==> src/rtl/types_pkg.sv <==
// Shared bus widths, multiply/divide operation codes and helper predicates
// used by the iterative multiply/divide unit.
package types_pkg;

  localparam int DATA_BUS      = 32;
  localparam int ADDR_BUS      = 5;
  localparam int MULDIV_CYCLES = 32;

  typedef enum logic [2:0] {
    MUL    = 3'd0,
    MULH   = 3'd1,
    MULHSU = 3'd2,
    MULHU  = 3'd3,
    DIV    = 3'd4,
    DIVU   = 3'd5,
    REM    = 3'd6,
    REMU   = 3'd7
  } muldiv_op_t;

  function automatic logic is_div_op(input muldiv_op_t op);
    return op[2];
  endfunction

  function automatic logic is_rem_op(input muldiv_op_t op);
    return (op == REM) || (op == REMU);
  endfunction

  function automatic logic a_is_signed(input muldiv_op_t op);
    return (op == MULH) || (op == MULHSU) || (op == DIV) || (op == REM);
  endfunction

  function automatic logic b_is_signed(input muldiv_op_t op);
    return (op == MULH) || (op == DIV) || (op == REM);
  endfunction

endpackage

==> src/rtl/mul_div_unit.sv <==
// Iterative radix-2 multiply/divide unit: 32 shift-add or restoring
// shift-subtract steps on magnitudes, then a sign-fix cycle before done.
//   state | meaning
//   IDLE  | waiting for start; result/rd_out hold last values
//   CALC  | 32 iteration steps, then one sign-correction cycle
//   DONE  | done/we_out high for one cycle, back to IDLE
module mul_div_unit
  import types_pkg::*;
(
  input  logic                clk,
  input  logic                rst,
  input  logic                start,
  input  logic [2:0]          op,
  input  logic [DATA_BUS-1:0] op_a,
  input  logic [DATA_BUS-1:0] op_b,
  input  logic [ADDR_BUS-1:0] rd_in,
  input  logic                kill,
  output logic                busy,
  output logic                done,
  output logic [DATA_BUS-1:0] result,
  output logic [ADDR_BUS-1:0] rd_out,
  output logic                we_out
);

  typedef enum logic [1:0] {IDLE, CALC, DONE} state_t;

  localparam logic [5:0] CNT_LAST = 6'(MULDIV_CYCLES);

  state_t        state;
  muldiv_op_t    op_q;
  logic [63:0]   acc;
  logic [31:0]   opnd;
  logic [5:0]    cnt;
  logic          neg_q;

  muldiv_op_t    op_in;
  logic          a_neg, b_neg, div_zero, div_ovf;
  logic [31:0]   a_mag, b_mag;
  logic [32:0]   mul_sum;
  logic [33:0]   div_diff;
  logic [63:0]   step_acc, prod;
  logic [31:0]   final_val;

  always_comb begin
    op_in    = muldiv_op_t'(op);
    a_neg    = a_is_signed(op_in) & op_a[31];
    b_neg    = b_is_signed(op_in) & op_b[31];
    a_mag    = a_neg ? (32'd0 - op_a) : op_a;
    b_mag    = b_neg ? (32'd0 - op_b) : op_b;
    div_zero = is_div_op(op_in) && (op_b == 32'd0);
    div_ovf  = ((op_in == DIV) || (op_in == REM)) &&
               (op_a == 32'h8000_0000) && (op_b == 32'hFFFF_FFFF);
  end

  // One iteration: shift-add on {hi,lo} for multiply, restoring subtract for divide.
  always_comb begin
    mul_sum  = {1'b0, acc[63:32]} + (acc[0] ? {1'b0, opnd} : 33'd0);
    div_diff = {1'b0, acc[63:31]} - {2'b00, opnd};
    step_acc = acc;
    if (is_div_op(op_q)) begin
      if (!div_diff[33]) step_acc = {div_diff[31:0], acc[30:0], 1'b1};
      else               step_acc = {acc[62:0], 1'b0};
    end else begin
      step_acc = {mul_sum, acc[31:1]};
    end
  end

  always_comb begin
    prod      = neg_q ? (64'd0 - acc) : acc;
    final_val = prod[31:0];
    case (op_q)
      MUL:                 final_val = prod[31:0];
      MULH, MULHSU, MULHU: final_val = prod[63:32];
      DIV, DIVU:           final_val = neg_q ? (32'd0 - acc[31:0])  : acc[31:0];
      REM, REMU:           final_val = neg_q ? (32'd0 - acc[63:32]) : acc[63:32];
      default:             final_val = prod[31:0];
    endcase
  end

  always_ff @(posedge clk) begin
    if (rst) begin
      state  <= IDLE;
      cnt    <= '0;
      done   <= 1'b0;
      result <= '0;
      rd_out <= '0;
      acc    <= '0;
      opnd   <= '0;
      op_q   <= MUL;
      neg_q  <= 1'b0;
    end else if (kill) begin
      state <= IDLE;
      cnt   <= '0;
      done  <= 1'b0;
    end else begin
      case (state)
        IDLE: begin
          done <= 1'b0;
          if (start) begin
            op_q   <= op_in;
            rd_out <= rd_in;
            cnt    <= '0;
            acc    <= {32'd0, a_mag};
            opnd   <= b_mag;
            neg_q  <= is_rem_op(op_in) ? a_neg : (a_neg ^ b_neg);
            // Degenerate divides finish without iterating.
            if (div_zero) begin
              result <= is_rem_op(op_in) ? op_a : 32'hFFFF_FFFF;
              done   <= 1'b1;
              state  <= DONE;
            end else if (div_ovf) begin
              result <= is_rem_op(op_in) ? 32'd0 : 32'h8000_0000;
              done   <= 1'b1;
              state  <= DONE;
            end else begin
              state <= CALC;
            end
          end
        end
        CALC: begin
          if (cnt == CNT_LAST) begin
            result <= final_val;
            done   <= 1'b1;
            state  <= DONE;
          end else begin
            acc <= step_acc;
            cnt <= cnt + 6'd1;
          end
        end
        DONE: begin
          done  <= 1'b0;
          state <= IDLE;
        end
        default: state <= IDLE;
      endcase
    end
  end

  assign busy   = (state != IDLE);
  assign we_out = done;

endmodule

==> config.mk <==
export PLATFORM = sky130hd
export DESIGN_NAME = mul_div_unit
export DESIGN_NICKNAME = d
export VERILOG_FILES = /design/src/rtl/types_pkg.sv /design/src/rtl/mul_div_unit.sv
export SDC_FILE = /design/constraint.sdc
export NUM_CORES = 1
export LEC_CHECK = 0
export ABC_CLOCK_PERIOD_IN_PS = 3720
export CAP_MARGIN = 20
export CORE_ASPECT_RATIO = 0.7
export CORE_MARGIN = 10
export CORE_UTILIZATION = 35
export CTS_CLUSTER_SIZE = 16
export DETAILED_ROUTE_END_ITERATION = 10
export GPL_TIMING_DRIVEN = 0
export HOLD_SLACK_MARGIN = 0.05
export SETUP_SLACK_MARGIN = 0.1
export SYNTH_ARGS = -nofsm -noshare
export SYNTH_HDL_FRONTEND = slang
export SYNTH_SLANG_ARGS = --single-unit
==> constraint.sdc <==
create_clock -name clk -period 3.72 [get_ports clk]
set_input_delay 0.558 -clock clk [delete_from_list [all_inputs] [get_ports clk]]
set_output_delay 0.558 -clock clk [all_outputs]
set_load 0.01 [all_outputs]
==> results by group <==
Clocking
  • Hold_buf cts: 0
  • TritonCTS buffer count: 17
  • H-tree lvl count: 4
  • CTS tree: yes
  • Clock Pin Slew Worst Setup and Hold Paths: approximately 80 ps
  • Root Driver: clkbuf_16
  • Clk sinks: ~150
  • Clock latency at the later pin of the worst-skew pair: 470 ps
  • Clk buf depth: 2

Synth
  • Post-synth ARST share: 0
  • EDFF count, synth: 0
  • Syn nets: between 2000 and 2500
  • Synth Flop Type: dfxtp_1
  • Mapped Cells: 1972
  • Register bit total from synthesis: roughly 150
  • Syn_area_per_cell: around 7.0 um2
  • Post-synth cell types: 81
  • Register area share after synthesis: 0.210
  • Mapped Area: approximately 14000 um2
  • YS warnings: 0

Die
  • Row count: 60
  • Die W: ~260 um
  • Die Area: between 40000 and 50000 um2
  • Core area: around 39000 um2
  • Die Ht: about 190 um
  • # IOs: 116
  • Initial Util: 0.358

STA
  • Fin crit share: 0.971
  • Final Hold Viols: 0
  • Final-report max-slew violation count: 0
  • RSZ-0062 raised after global routing: yes
  • Final setup viols: 0
  • Period minus WS final: 3610 ps
  • Slew margin rel.: 0.241
  • Worst Max-Slew Pin Slew: around 1100 ps
  • Clock Skew: around 16 ps
  • Max Fclk: 0.277 GHz

Place
  • Inst Count DP: approximately 2600
  • Post-DP HPWL: 52.8 mm
  • Port bufs: 113
  • GP Congestion: between 1 and 1.5

Global route
  • First-pass GRT wire length: about 97 mm
  • Vias in the first global route: around 15000
  • Remaining Overflow, GRT: 0
  • Pin count of the biggest net entering global routing: 17
  • GRT Total Usage: 0.262
  • Initial antenna violation count: 3

Detailed routing
  • Final WL: 65.8 mm
  • Max Used Layer: met5
  • Drt first pass iters: 5
  • Vias/cell: 6.11
  • Met2 Wirelength: between 20 and 25 mm
  • Initial DRC count: 2088
  • Antenna-violating nets left: 0
  • Vias: 16300
  • DRC Markers: 0
  • Met1 Wirelength: between 30 and 40 mm
  • Metal3 WL: roughly 9.6 mm
  • Drt wl/cell: around 25 um

Flow run
  • Max Cap Viol: 0

Worst setup path
  • Worst r2r src: acc[0]$_SDFFE_PP0P_
  • Most used cell, CP: nor2_1
  • Reg-to-Reg End: result[16]$_SDFFE_PP0P_
  • Slowest CP cell: nor4b_1
  • CP Data Required Time: around 4100 ps
  • Setup Crit Path Kind: flip-flop to flip-flop
  • Worst reg-to-reg path cell count: 12
  • Setup crit end kind: flip-flop
  • Worst Setup SP: acc[0]$_SDFFE_PP0P_
  • Reg2reg setup slack: around 110 ps
  • Crit path cell chain: inv_8 > buf_2 > ha_1 > nand4b_1 > nand3b_1 > or2_1 > buf_6 > a2111oi_4 > nor2_1 > nor4b_1 > nor2_1 > a211oi_2
  • CP Buf/Inv Count: 3
  • CP top delay family: simple AND/OR/NAND/NOR gates
  • Critical path peak fanout: 10
  • Arr. time, crit path: ~4000 ps
  • CP Depth: 12
  • Worst setup path end: result[16]$_SDFFE_PP0P_
  • Startpoint types: flip-flop
  • Slowest stage delay, CP: around 420 ps

Cells and area
  • Most frequent cells in the layout: nand2_1, nor2_1, a21oi_1, o21ai_0, dfxtp_1
  • Final net count: 2278
  • Most common cell after layout, fill and taps aside: nand2_1
  • Filler instances: 4113
  • P&R area growth vs syn: 20.9%
  • Layout cell share with drive strength beyond 1: 0.0781
  • Final std cells w/o fill: approximately 2700
  • Final Util: 0.433

Pwr
  • Power per cell area: a little under 300 nW/um2
  • Total Power: approximately 4.9 mW
  • Cell leakage power: slightly above 6 nW
  • VDD IR max: between 0.3 and 0.4 mV

Worst hold path
  • Hold crit path type: flip-flop to flip-flop

Run status
  • Status: finished, final reports clean
worst min-delay path: stages (launching register included):
cell and delay, ps:
dfxtp_1 310, nand2_1 50, a21oi_1 50
how the worst min path moves through the flow:
stage | startpoint | end | slack [ps] | cells past startpoint
global placement | rd_out[2]$_SDFFE_PP0P_ | rd_out[2]$_SDFFE_PP0P_ | 440 | 2
floorplan | opnd[31]$_SDFFE_PP0P_ | opnd[31]$_SDFFE_PP0P_ | 430 | 2
detailed placement | opnd[31]$_SDFFE_PP0P_ | opnd[31]$_SDFFE_PP0P_ | 450 | 2
CTS | rd_out[2]$_SDFFE_PP0P_ | rd_out[2]$_SDFFE_PP0P_ | 460 | 2
finish | rd_out[2]$_SDFFE_PP0P_ | rd_out[2]$_SDFFE_PP0P_ | 460 | 2
global route | opnd[31]$_SDFFE_PP0P_ | opnd[31]$_SDFFE_PP0P_ | 480 | 2
synth_stat cells, types with 21 or more instances:
cell type | instances | area share
xor2_1 | 86 | 0.054
nor2_1 | 221 | 0.060
dfxtp_1 | 146 | 0.21
mux2i_1 | 38 | 0.027
nand2_1 | 230 | 0.062
a31oi_1 | 27 | 0.012
a21o_1 | 21 | 0.011
a211oi_1 | 63 | 0.034
nor3_1 | 53 | 0.019
o31ai_1 | 31 | 0.017
o211ai_1 | 51 | 0.028
ha_1 | 74 | 0.067
o21ai_0 | 154 | 0.055
inv_1 | 69 | 0.019
xnor2_1 | 76 | 0.048
clkbuf_1 | 112 | 0.030
or3_1 | 21 | 0.0095
nand3_1 | 33 | 0.012
a21oi_1 | 176 | 0.063
kinds of logic (layout without fill, tap and decap cells):
group / after synthesis / count (layout) / share of synthesized area
DFF: 146 / 146 / 0.210
other: 0 / 1 / 0
buffers and inverters: 204 / 370 / 0.0587
AOI/OAI and AO/OA: 657 / 657 / 0.302
xor gates and xnor gates: 162 / 162 / 0.102
and+or+nand+nor: 687 / 687 / 0.228
muxes: 40 / 40 / 0.0290
adders and majority gates: 76 / 76 / 0.0695
routing by layer:
metal / track usage / vias to the layer above
met5: 0 / -
met4: 0.0580 / 6
met3: 0.122 / 105
met2: 0.331 / 930
met1: 0.383 / 7725
li1: - / 7510
flip-flops by register name, indices dropped and copies added, names as in the netlist:
register / count
state: 2
rd_out: 5
done: 1
acc: 64
cnt: 6
result: 32
op_q: 3
opnd: 32
neg_q: 1
stage by stage:
step | TNS (ps) | cell area (um2) | hold slack (ps) | setup slack [ps]
2_1_floorplan | 0 | 13900 | 432 | 454
3_3_place_gp | -45760 | 15700 | 443 | -1240
3_5_place_dp | -48240 | 15700 | 451 | -1250
4_1_cts | 0 | 16500 | 460 | 31.5
5_1_grt | 0 | 16800 | 477 | 33.4
6_report | 0 | 16800 | 458 | 110
where the power goes:
group	total, mW	switching (mW)	leakage, nW	internal (mW)
Combinational	1.48	0.959	4.60	0.525
Clock	1.77	0.818	0.273	0.949
Sequential	1.70	0.0709	1.19	1.63
Total	4.95	1.85	6.06	3.10
what timing repair did:
action	CTS	global route
gates resized for setup	60	65
setup buffers	14	9
pin swaps	13	18
endpoints found under the setup margin	62	83
area by class of cell:
type | instances | area (um2) | area share
multi-input combinational | 1622 | 10500 | 0.622
antenna | 1 | 2.50 | 0.000149
clock buffer | 19 | 443 | 0.0264
timing repair buffer | 136 | 1320 | 0.0784
sequential | 146 | 2930 | 0.174
inverter | 70 | 270 | 0.0161
tap | 527 | 659 | 0.0392
buffer | 133 | 602 | 0.0358
clock inverter | 12 | 123 | 0.00730
No activity file was read; power rests on OpenSTA's default activity.
==> edit (same settings) <==
Register the output `rd_out` once more, without a reset; this adds one clock of latency there. The other outputs are not delayed to match.
--- a/src/rtl/mul_div_unit.sv
+++ b/src/rtl/mul_div_unit.sv
@@ -25,6 +25,8 @@
   typedef enum logic [1:0] {IDLE, CALC, DONE} state_t;
 
   localparam logic [5:0] CNT_LAST = 6'(MULDIV_CYCLES);
+
+  logic [ADDR_BUS-1:0] rd_s0;
 
   state_t        state;
   muldiv_op_t    op_q;
@@ -83,7 +85,7 @@
       cnt    <= '0;
       done   <= 1'b0;
       result <= '0;
-      rd_out <= '0;
+      rd_s0 <= '0;
       acc    <= '0;
       opnd   <= '0;
       op_q   <= MUL;
@@ -98,7 +100,7 @@
           done <= 1'b0;
           if (start) begin
             op_q   <= op_in;
-            rd_out <= rd_in;
+            rd_s0 <= rd_in;
             cnt    <= '0;
             acc    <= {32'd0, a_mag};
             opnd   <= b_mag;
@@ -139,5 +141,9 @@
   assign busy   = (state != IDLE);
   assign we_out = done;
 
+  always_ff @(posedge clk) begin
+    rd_out <= rd_s0;
+  end
+
 endmodule
 
Check against the original RTL: not equivalent (a bounded check fails within 4 cycles, from zero or initial values and one cycle with rst high).
==> edit against the original RTL <==
Total power grew 6.5%. Synthesized area grew 1.3%. Final area grew 2.0%. Sequential cell count grew 5. Critical endpoint is now acc[31]. Combinational power grew 12%. Routed wire length grew 2.9%. Setup slack lost 0.0024 ns. Clock skew shrank 0.00069 ns.
==> edit: results (changes against the original RTL) <==
- Status: finished clean (unchanged)
- Worst R2R Path Depth: 13 (was 12)
- Cells after Synth: 1,971 (was 1,972)
- Vias in the first global route: 15,000 (was 15,100)
- Crit path max fanout: 7 (was 10)
- Routed WL: 67,700 um (was 65,800 um)
- Global-route wire length before repair: 99,200 um (was 96,600 um)
- Area of the multi-input gates: 0.0107 mm^2 (was 0.0105 mm^2)
- Max stage delay on crit path: 0.57 ns (was 0.42 ns)
- Lkg Pwr: 6.43 nW (was 6.06 nW)
- Initial antenna violation count: 2 (was 3)
- Routability cong.: 1.05 (was 1.03)
- Cell variety after synth: 86 (was 81)
- Adder-Cell Fraction of Synth Area: 6.87% (was 6.95%)
- Placed Cells: 2,621 (was 2,612)
- Dominant cells by area after synthesis: dfxtp_1 (21%), ha_1 (6.6%), nor2_1 (6.2%), nand2_1 (5.9%), a21oi_1 (5.7%) (was dfxtp_1 (21%), ha_1 (6.7%), a21oi_1 (6.3%), nand2_1 (6.2%), nor2_1 (6.0%))
- Placed inst area: 0.0159 mm^2 (was 0.0157 mm^2)
- Synth top cells by count: nor2_1 (233), nand2_1 (220), a21oi_1 (161) (was nand2_1 (230), nor2_1 (221), a21oi_1 (176))
- Hold depth: 0 (was 2)
- Finished Layout Cells: 2,673 (was 2,666)
- Clock skew: 0.0154 ns (was 0.0161 ns)
- Total track usage: 26.8% (was 26.2%)
- Mux contribution to synthesized area: 2.85% (was 2.90%)
- CTS Root Cell: clkbuf_16 (unchanged)
- Share of cells above drive strength 1: 9.17% (was 7.81%)
- Final Net Count: 2,276 (was 2,278)
- Filler Cell Count: 4,175 (was 4,113)
- Arrival time at the worst endpoint: 4.03 ns (was 4.00 ns)
- Post-Place Worst Slack: -0.945 ns (was -1.25 ns)
- Starting DRT DRC Count: 1,963 (was 2,088)
- Post-Syn Nets: 2,123 (was 2,124)
- Worst Tran Pin Value: 1.09 ns (was 1.13 ns)
- Worst IR drop on VDD: 0.297 mV (was 0.341 mV)
- Sequential share of the synthesized area: 21.5% (was 21.0%)
- Post-DP HPWL: 53,600 um (was 52,800 um)
- Compound-gate portion of the synthesized area: 30.1% (was 30.2%)
- DR vias/cell: 6.10 (was 6.11)
- Switching power: 2.02 mW (was 1.85 mW)
- Pin count of the biggest net entering global routing: 18 (was 17)
- Critical-path top delay cell: clkdlybuf4s50_1 (was nor4b_1)
## edit: cell count changes after synthesis, moves of 9 or more
cell / before / now
a21o_1: 21 / 30
a211oi_1: 63 / 49
a31oi_1: 27 / 18
xnor2_1: 76 / 90
o21ai_0: 154 / 144
or4_1: 16 / 27
nor3_1: 53 / 44
a21oi_1: 176 / 161
xor2_1: 86 / 71
nand2_1: 230 / 220
a221o_1: 3 / 14
nor2_1: 221 / 233
## edit: power by group through the flow
stage	Clock (mW)	Combinational [mW]	Sequential, mW
after detailed placement	0	1.49	1.80
after CTS	1.85	1.55	1.76
after global routing	1.92	1.76	1.78
final	1.84	1.66	1.77
after global placement	0	1.49	1.80
after floorplan	0	0.893	1.78
## edit: final timing paths
kind	start	to	slack (ns)
setup / recovery	op_a[0]	acc[31]	0.11
hold / removal	rd_s0[2]	rd_out[2]	0.36
setup reg to reg	acc[0]	acc[61]	0.17
hold reg to reg	rd_s0[2]	rd_out[2]	0.36
## edit: metal layers
| layer | GRT usage, % | part of all wire [%] | wire, um |
|---|---|---|---|
| met1 | 40.4 | 48 | 32400 |
| met2 | 33.9 | 37 | 25200 |
| met3 | 10.1 | 13 | 8830 |
| met4 | 6.66 | 1.9 | 1290 |
| met5 | 0 | 0 | 0 |
## edit: area by class of cell
cell class / count / share of cell area, %
antenna: 1 / 0.0146
buffer: 131 / 3.45
clock buffer: 17 / 2.48
clock inverter: 15 / 1.05
inverter: 75 / 1.64
multi-input combinational: 1614 / 62.2
sequential: 151 / 17.7
tap: 535 / 3.91
timing repair buffer: 134 / 7.59
## edit: repair_timing
action                                  4_1_cts  5_1_grt
endpoints found under the setup margin       65       67
hold buffers                                  0        0
resized for setup                            50      100
buffers inserted                              7       12
pin swaps                                     7        9
cloned                                        1        0
